`config.mk`:
```
export PLATFORM = sky130hd
export DESIGN_NAME = fifo_uart_tx
export DESIGN_NICKNAME = d
export VERILOG_FILES = /design/src/rtl/fifo_uart_tx.sv
export SDC_FILE = /design/constraint.sdc
export NUM_CORES = 1
export LEC_CHECK = 0
export ABC_AREA = 1
export BUFFER_PORTS_ARGS = -buffer_cell sky130_fd_sc_hd__buf_4
export CAP_MARGIN = 20
export CORE_ASPECT_RATIO = 1.75
export CORE_MARGIN = 1
export CORE_UTILIZATION = 58
export DETAILED_ROUTE_END_ITERATION = 16
export GPL_TIMING_DRIVEN = 0
export MAX_ROUTING_LAYER = met4
export PLACE_DENSITY = 0.89
export SYNTH_ARGS = -nofsm -noshare
export SYNTH_HDL_FRONTEND = slang
export SYNTH_SLANG_ARGS = --single-unit
```
`constraint.sdc`:
```
create_clock -name clk -period 1.7 [get_ports clk]
set_input_delay 0.085 -clock clk [delete_from_list [all_inputs] [get_ports clk]]
set_output_delay 0.085 -clock clk [all_outputs]
set_load 0.05 [all_outputs]
```
`src/rtl/fifo_uart_tx.sv`:
```
// UART 8N1 transmitter that drains a show-ahead FIFO, popping one byte per frame.
// Contains its own bit-period counter; tx idles high.
module fifo_uart_tx #(
  parameter int CLK_FREQ = 100_000_000,
  parameter int BAUD     = 9600
) (
  input  logic       clk,
  input  logic       rst,
  input  logic       tx_en,
  input  logic       empty,
  input  logic [7:0] pop_data,
  output logic       pop,
  output logic       tx,
  output logic       tx_busy,
  output logic       tx_done
);

  localparam int BIT_CYCLES = CLK_FREQ / BAUD;
  localparam int CNT_W      = (BIT_CYCLES > 1) ? $clog2(BIT_CYCLES) : 1;
  localparam logic [CNT_W-1:0] CNT_LAST = CNT_W'(BIT_CYCLES - 1);

  typedef enum logic [1:0] {IDLE, START, DATA, STOP} state_t;

  state_t           state;
  state_t           state_nxt;
  logic [CNT_W-1:0] cnt;
  logic [2:0]       bit_idx;
  logic [7:0]       shift_reg;
  logic             bit_end;

  assign bit_end = (cnt == CNT_LAST);

  // State register plus the per-bit datapath that moves with it
  always_ff @(posedge clk or negedge rst) begin
    if (!rst) begin
      state     <= IDLE;
      cnt       <= '0;
      bit_idx   <= '0;
      shift_reg <= '0;
      tx_busy   <= 1'b0;
      tx_done   <= 1'b0;
    end else begin
      state   <= state_nxt;
      tx_busy <= (state_nxt != IDLE);
      tx_done <= (state == STOP) && bit_end;

      if ((state == IDLE) || (state_nxt != state) || bit_end)
        cnt <= '0;
      else
        cnt <= cnt + CNT_W'(1);

      if (state != DATA)
        bit_idx <= '0;
      else if (bit_end)
        bit_idx <= bit_idx + 3'd1;

      if (pop)
        shift_reg <= pop_data;
      else if ((state == DATA) && bit_end)
        shift_reg <= {1'b0, shift_reg[7:1]};
    end
  end

  always_comb begin
    state_nxt = state;
    case (state)
      IDLE:  if (pop) state_nxt = START;
      START: if (bit_end) state_nxt = DATA;
      DATA:  if (bit_end && (bit_idx == 3'd7)) state_nxt = STOP;
      STOP:  if (bit_end) state_nxt = IDLE;
      default: state_nxt = IDLE;
    endcase
  end

  // pop is Mealy on tx_en/empty and held off while reset is asserted
  always_comb begin
    pop = rst && (state == IDLE) && tx_en && !empty;
    tx  = 1'b1;
    case (state)
      START:   tx = 1'b0;
      DATA:    tx = shift_reg[0];
      default: tx = 1'b1;
    endcase
  end

endmodule

```
==> report_table.html <==
<table>
<tr><th>Metric</th><th>Value</th></tr>
<tr><th colspan="2">Clocking</th></tr>
<tr><td>Clock latency on the worst-skew pair</td><td>~0.28 ns</td></tr>
<tr><td>Clock-pin slew on the worst setup and hold paths</td><td>roughly 0.060 ns</td></tr>
<tr><td>Clock net sink count</td><td>29</td></tr>
<tr><td>Longest Clk Path Bufs</td><td>2</td></tr>
<tr><td>CTS tree</td><td>yes</td></tr>
<tr><td>Cts bufs inserted</td><td>5</td></tr>
<tr><td>Buffers inserted during post-CTS setup optimization</td><td>0</td></tr>
<tr><td>CTS Root Buffer Type</td><td>clkbuf_8</td></tr>
<tr><td>Max H-tree Level</td><td>2</td></tr>
<tr><th colspan="2">Final layout</th></tr>
<tr><td>Multi-input logic area</td><td>768.2 um2</td></tr>
<tr><td>FILL cells</td><td>between 200 and 250</td></tr>
<tr><td>Synthesis-to-layout area growth</td><td>16.00%</td></tr>
<tr><td>Final standard cell count with taps included and fillers excluded</td><td>between 200 and 300</td></tr>
<tr><td>Final layout net count</td><td>~260</td></tr>
<tr><td>Diode insertion count for antenna repair</td><td>0</td></tr>
<tr><td>Share of final-layout standard cells stronger than drive strength 1</td><td>between 10% and 20%</td></tr>
<tr><td>Number of flip-flops under the largest register name</td><td>14</td></tr>
<tr><td>Commonest non-fill, non-tap cells in the layout</td><td>nand2_1 (57), inv_1 (34), nor2_1 (32), dfrtp_1 (29), buf_4 (15)</td></tr>
<tr><td>Most frequent standard cell in the layout excluding fill and tap cells</td><td>nand2_1</td></tr>
<tr><td>Register cell area after layout</td><td>725.7 um2</td></tr>
<tr><th colspan="2">Floorplanning</th></tr>
<tr><td>IO Count</td><td>16</td></tr>
<tr><td>X dimension of the die</td><td>around 42 um</td></tr>
<tr><td>Initial core utilization</td><td>about three fifths</td></tr>
<tr><td>Floorplan core area</td><td>roughly 2700 um2</td></tr>
<tr><td>Site row count</td><td>25</td></tr>
<tr><td>Die span in y</td><td>~73 um</td></tr>
<tr><td>Overall die area</td><td>between 3000 and 4000 um2</td></tr>
<tr><th colspan="2">Global route</th></tr>
<tr><td>Global-route wire length before repair</td><td>a little over 6 mm</td></tr>
<tr><td>Final global-route overflow total</td><td>0</td></tr>
<tr><td>Maximum number of pins on one net before global-route repair</td><td>30</td></tr>
<tr><td>Overall Global Routing Usage</td><td>between 20% and 30%</td></tr>
<tr><td>Antenna violations before repair</td><td>0</td></tr>
<tr><td>Vias in the first global route</td><td>around 1500</td></tr>
<tr><th colspan="2">Route</th></tr>
<tr><td>Total Routed Length</td><td>3.509 mm</td></tr>
<tr><td>Antenna Violating Nets Remaining</td><td>0</td></tr>
<tr><td>Post-route DRC violation count</td><td>0</td></tr>
<tr><td>Count of vias placed by the detailed router</td><td>approximately 1500</td></tr>
<tr><td>Initial DRC Count</td><td>28</td></tr>
<tr><td>Avg WL per Cell</td><td>13.04 um</td></tr>
<tr><td>Routed via count divided by cell count</td><td>about 5.4</td></tr>
<tr><td>1st-pass router iterations</td><td>6</td></tr>
<tr><th colspan="2">STA</th></tr>
<tr><td>Final Hold Viols</td><td>0</td></tr>
<tr><td>Accumulated negative setup slack</td><td>0 ns</td></tr>
<tr><td>Slew HR</td><td>approximately 80%</td></tr>
<tr><td>Final Max Tran Viols</td><td>0</td></tr>
<tr><td>Post-route clock skew</td><td>a little under 0.007 ns</td></tr>
<tr><td>Actual transition at the worst max-transition pin</td><td>0.3142 ns</td></tr>
<tr><td>Max Clk Rate</td><td>between 600 and 700 MHz</td></tr>
<tr><td>Minimum clock period after layout</td><td>1.594 ns</td></tr>
<tr><td>RSZ-0062 raised after global routing</td><td>no</td></tr>
<tr><td>Final setup violating endpoints</td><td>0</td></tr>
<tr><td>Share of the clock period used by the worst path after layout</td><td>93.79%</td></tr>
<tr><th colspan="2">Synthesis</th></tr>
<tr><td>Flops &amp; latches, synth</td><td>29</td></tr>
<tr><td>Mapped Avg Cell Area</td><td>approximately 7.6 um2</td></tr>
<tr><td>Number of standard cells after synthesis</td><td>approximately 220</td></tr>
<tr><td>Yosys Warn Count</td><td>0</td></tr>
<tr><td>Portion of the post-synthesis area used by sequential elements</td><td>43.77%</td></tr>
<tr><td>Synth Net Count</td><td>233</td></tr>
<tr><td>Synthesized area</td><td>1658 um2</td></tr>
<tr><td>Synth unique cells</td><td>29</td></tr>
<tr><th colspan="2">Power</th></tr>
<tr><td>Comb pwr share</td><td>~3.4%</td></tr>
<tr><td>Switching share of power</td><td>about a fifth</td></tr>
<tr><td>Switching power</td><td>roughly 0.27 mW</td></tr>
<tr><td>Sequential fraction of design power</td><td>between 50% and 60%</td></tr>
<tr><td>Max VDD drop</td><td>between 0.6 and 0.7 mV</td></tr>
<tr><td>Clock network fraction of design power</td><td>43.8%</td></tr>
<tr><td>Power density over the cells</td><td>a little under 700 nW/um2</td></tr>
<tr><td>Pleak</td><td>~1.0 nW</td></tr>
<tr><td>Internal power contribution</td><td>1.034 mW</td></tr>
<tr><td>Post-layout power</td><td>between 1 and 1.5 mW</td></tr>
<tr><th colspan="2">Place</th></tr>
<tr><td>Placer congestion estimate</td><td>~0.97</td></tr>
<tr><td>Detailed Place HPWL</td><td>2.527 mm</td></tr>
<tr><td>Buffers added on ports</td><td>15</td></tr>
<tr><td>Number of cells in the design after placement</td><td>260</td></tr>
<tr><th colspan="2">Flow run</th></tr>
<tr><td>Maxcap violations</td><td>0</td></tr>
<tr><th colspan="2">Setup path</th></tr>
<tr><td>Worst path arrival time</td><td>between 1.5 and 2 ns</td></tr>
<tr><td>Max FO, Critical Path</td><td>9</td></tr>
<tr><td>Worst setup path class</td><td>flop to primary output</td></tr>
<tr><td>Crit path launch type</td><td>flop</td></tr>
<tr><td>Required time at the endpoint of the critical path</td><td>~1.6 ns</td></tr>
<tr><td>Type of element capturing the critical path</td><td>primary output</td></tr>
<tr><th colspan="2">Outcome</th></tr>
<tr><td>Status</td><td>complete, no violations</td></tr>
<tr><th colspan="2">Hold path</th></tr>
<tr><td>Class of the most critical hold timing path</td><td>primary input to flop</td></tr>
</table>
cell usage after synthesis:
master / number / area (um2)
nor3_1: 4 / 20.02
nor2_1: 32 / 120.1
xnor2_1: 1 / 8.760
dfrtp_1: 29 / 725.7
and3_1: 1 / 6.260
buf_2: 1 / 5.000
nor2_2: 6 / 37.54
o21ai_1: 4 / 20.02
nand2_2: 2 / 12.51
inv_2: 3 / 11.26
nor3_2: 3 / 30.03
o21ai_0: 2 / 10.01
ha_1: 3 / 37.54
inv_1: 34 / 127.6
buf_6: 2 / 22.52
nand4_4: 1 / 21.27
mux2i_1: 1 / 10.01
xor2_1: 2 / 17.52
nor4_1: 1 / 6.260
o21bai_1: 2 / 15.01
nand3_4: 1 / 17.52
o21ai_2: 2 / 17.52
nor2_4: 1 / 11.26
nand4_1: 5 / 31.28
nand3_2: 1 / 10.01
nand3_1: 14 / 70.07
nand2_1: 57 / 214.0
nand2_4: 1 / 11.26
a21oi_1: 2 / 10.01
power by group through the flow:
| stage | logic (mW) | clock network (mW) | registers, mW |
|---|---|---|---|
| finish | 0.0444 | 0.572 | 0.690 |
| global placement | 0.0368 | 0 | 0.703 |
| global route | 0.0492 | 0.608 | 0.690 |
| floorplan | 0.00283 | 0 | 0.703 |
| CTS | 0.0455 | 0.592 | 0.690 |
| detailed placement | 0.0371 | 0 | 0.703 |
layout make-up:
cell class,instances,area share (%)
Sequential cell,29,37.74
Buffer,3,1.431
Clock buffer,7,4.489
Timing Repair Buffer,17,7.417
Inverter,37,7.222
Multi-Input combinational cell,149,39.95
Tap cell,27,1.757
worst max-delay path, stage by stage (launching register included):
cell	delay, ns
dfrtp_1	0.44
nor2_2	0.21
nand4_4	0.17
inv_2	0.18
buf_4	0.22
per-stage QoR:
step	util (%)	hold WS (ns)	setup slack, ns	area [um2]
final	70.67	0.01268	0.1056	1923
after global routing	70.67	0.04388	0.01124	1923
after CTS	70.57	0.001782	0.06103	1921
after detailed placement	66.30	0.03973	0.07657	1804
after global placement	66.30	0.03973	0.1362	1804
after floorplan	-	-0.2106	0.3183	1658
logic make-up after synthesis:
kind of cell	synth area share, %
AND/OR/NAND/NOR	37.36
buffers and inverters	10.04
flip-flops	43.77
AO/OA/AOI/OAI	4.377
XOR/XNOR	1.585
adder cells (fa/ha/maj)	2.264
multiplexers	0.6038
path summary, 6_finish.rpt:
path	from	to	slack (ns)	cells past startpoint
worst min register to register	shift_reg[3]	shift_reg[3]	0.51	2
max in group asynchronous	rst	bit_idx[1]	1.22	3
worst max-delay path	state[0]	pop	0.11	4
worst max register to register	cnt[0]	cnt[9]	0.11	7
min in group asynchronous	rst	cnt[11]	0.32	3
worst min-delay path	pop_data[7]	shift_reg[7]	0.01	3
layer usage:
| metal | vias to the layer above | GRT usage (%) | wire length, um |
|---|---|---|---|
| li1 | 720 | - | - |
| met2 | 33 | 51.45 | 2046 |
| met3 | 14 | 5.693 | 92 |
| met4 | 0 | 19.10 | 145 |
| met5 | - | - | 0 |
| met1 | 693 | 23.86 | 1224 |
timing repair:
action                                  in CTS  in global routing
hold buffers                                 2                  0
gates resized for setup                      0                  1
endpoints found under the setup margin       0                 11
hold endpoints to repair                    29                  0
No activity file was read; power rests on OpenSTA's default activity.
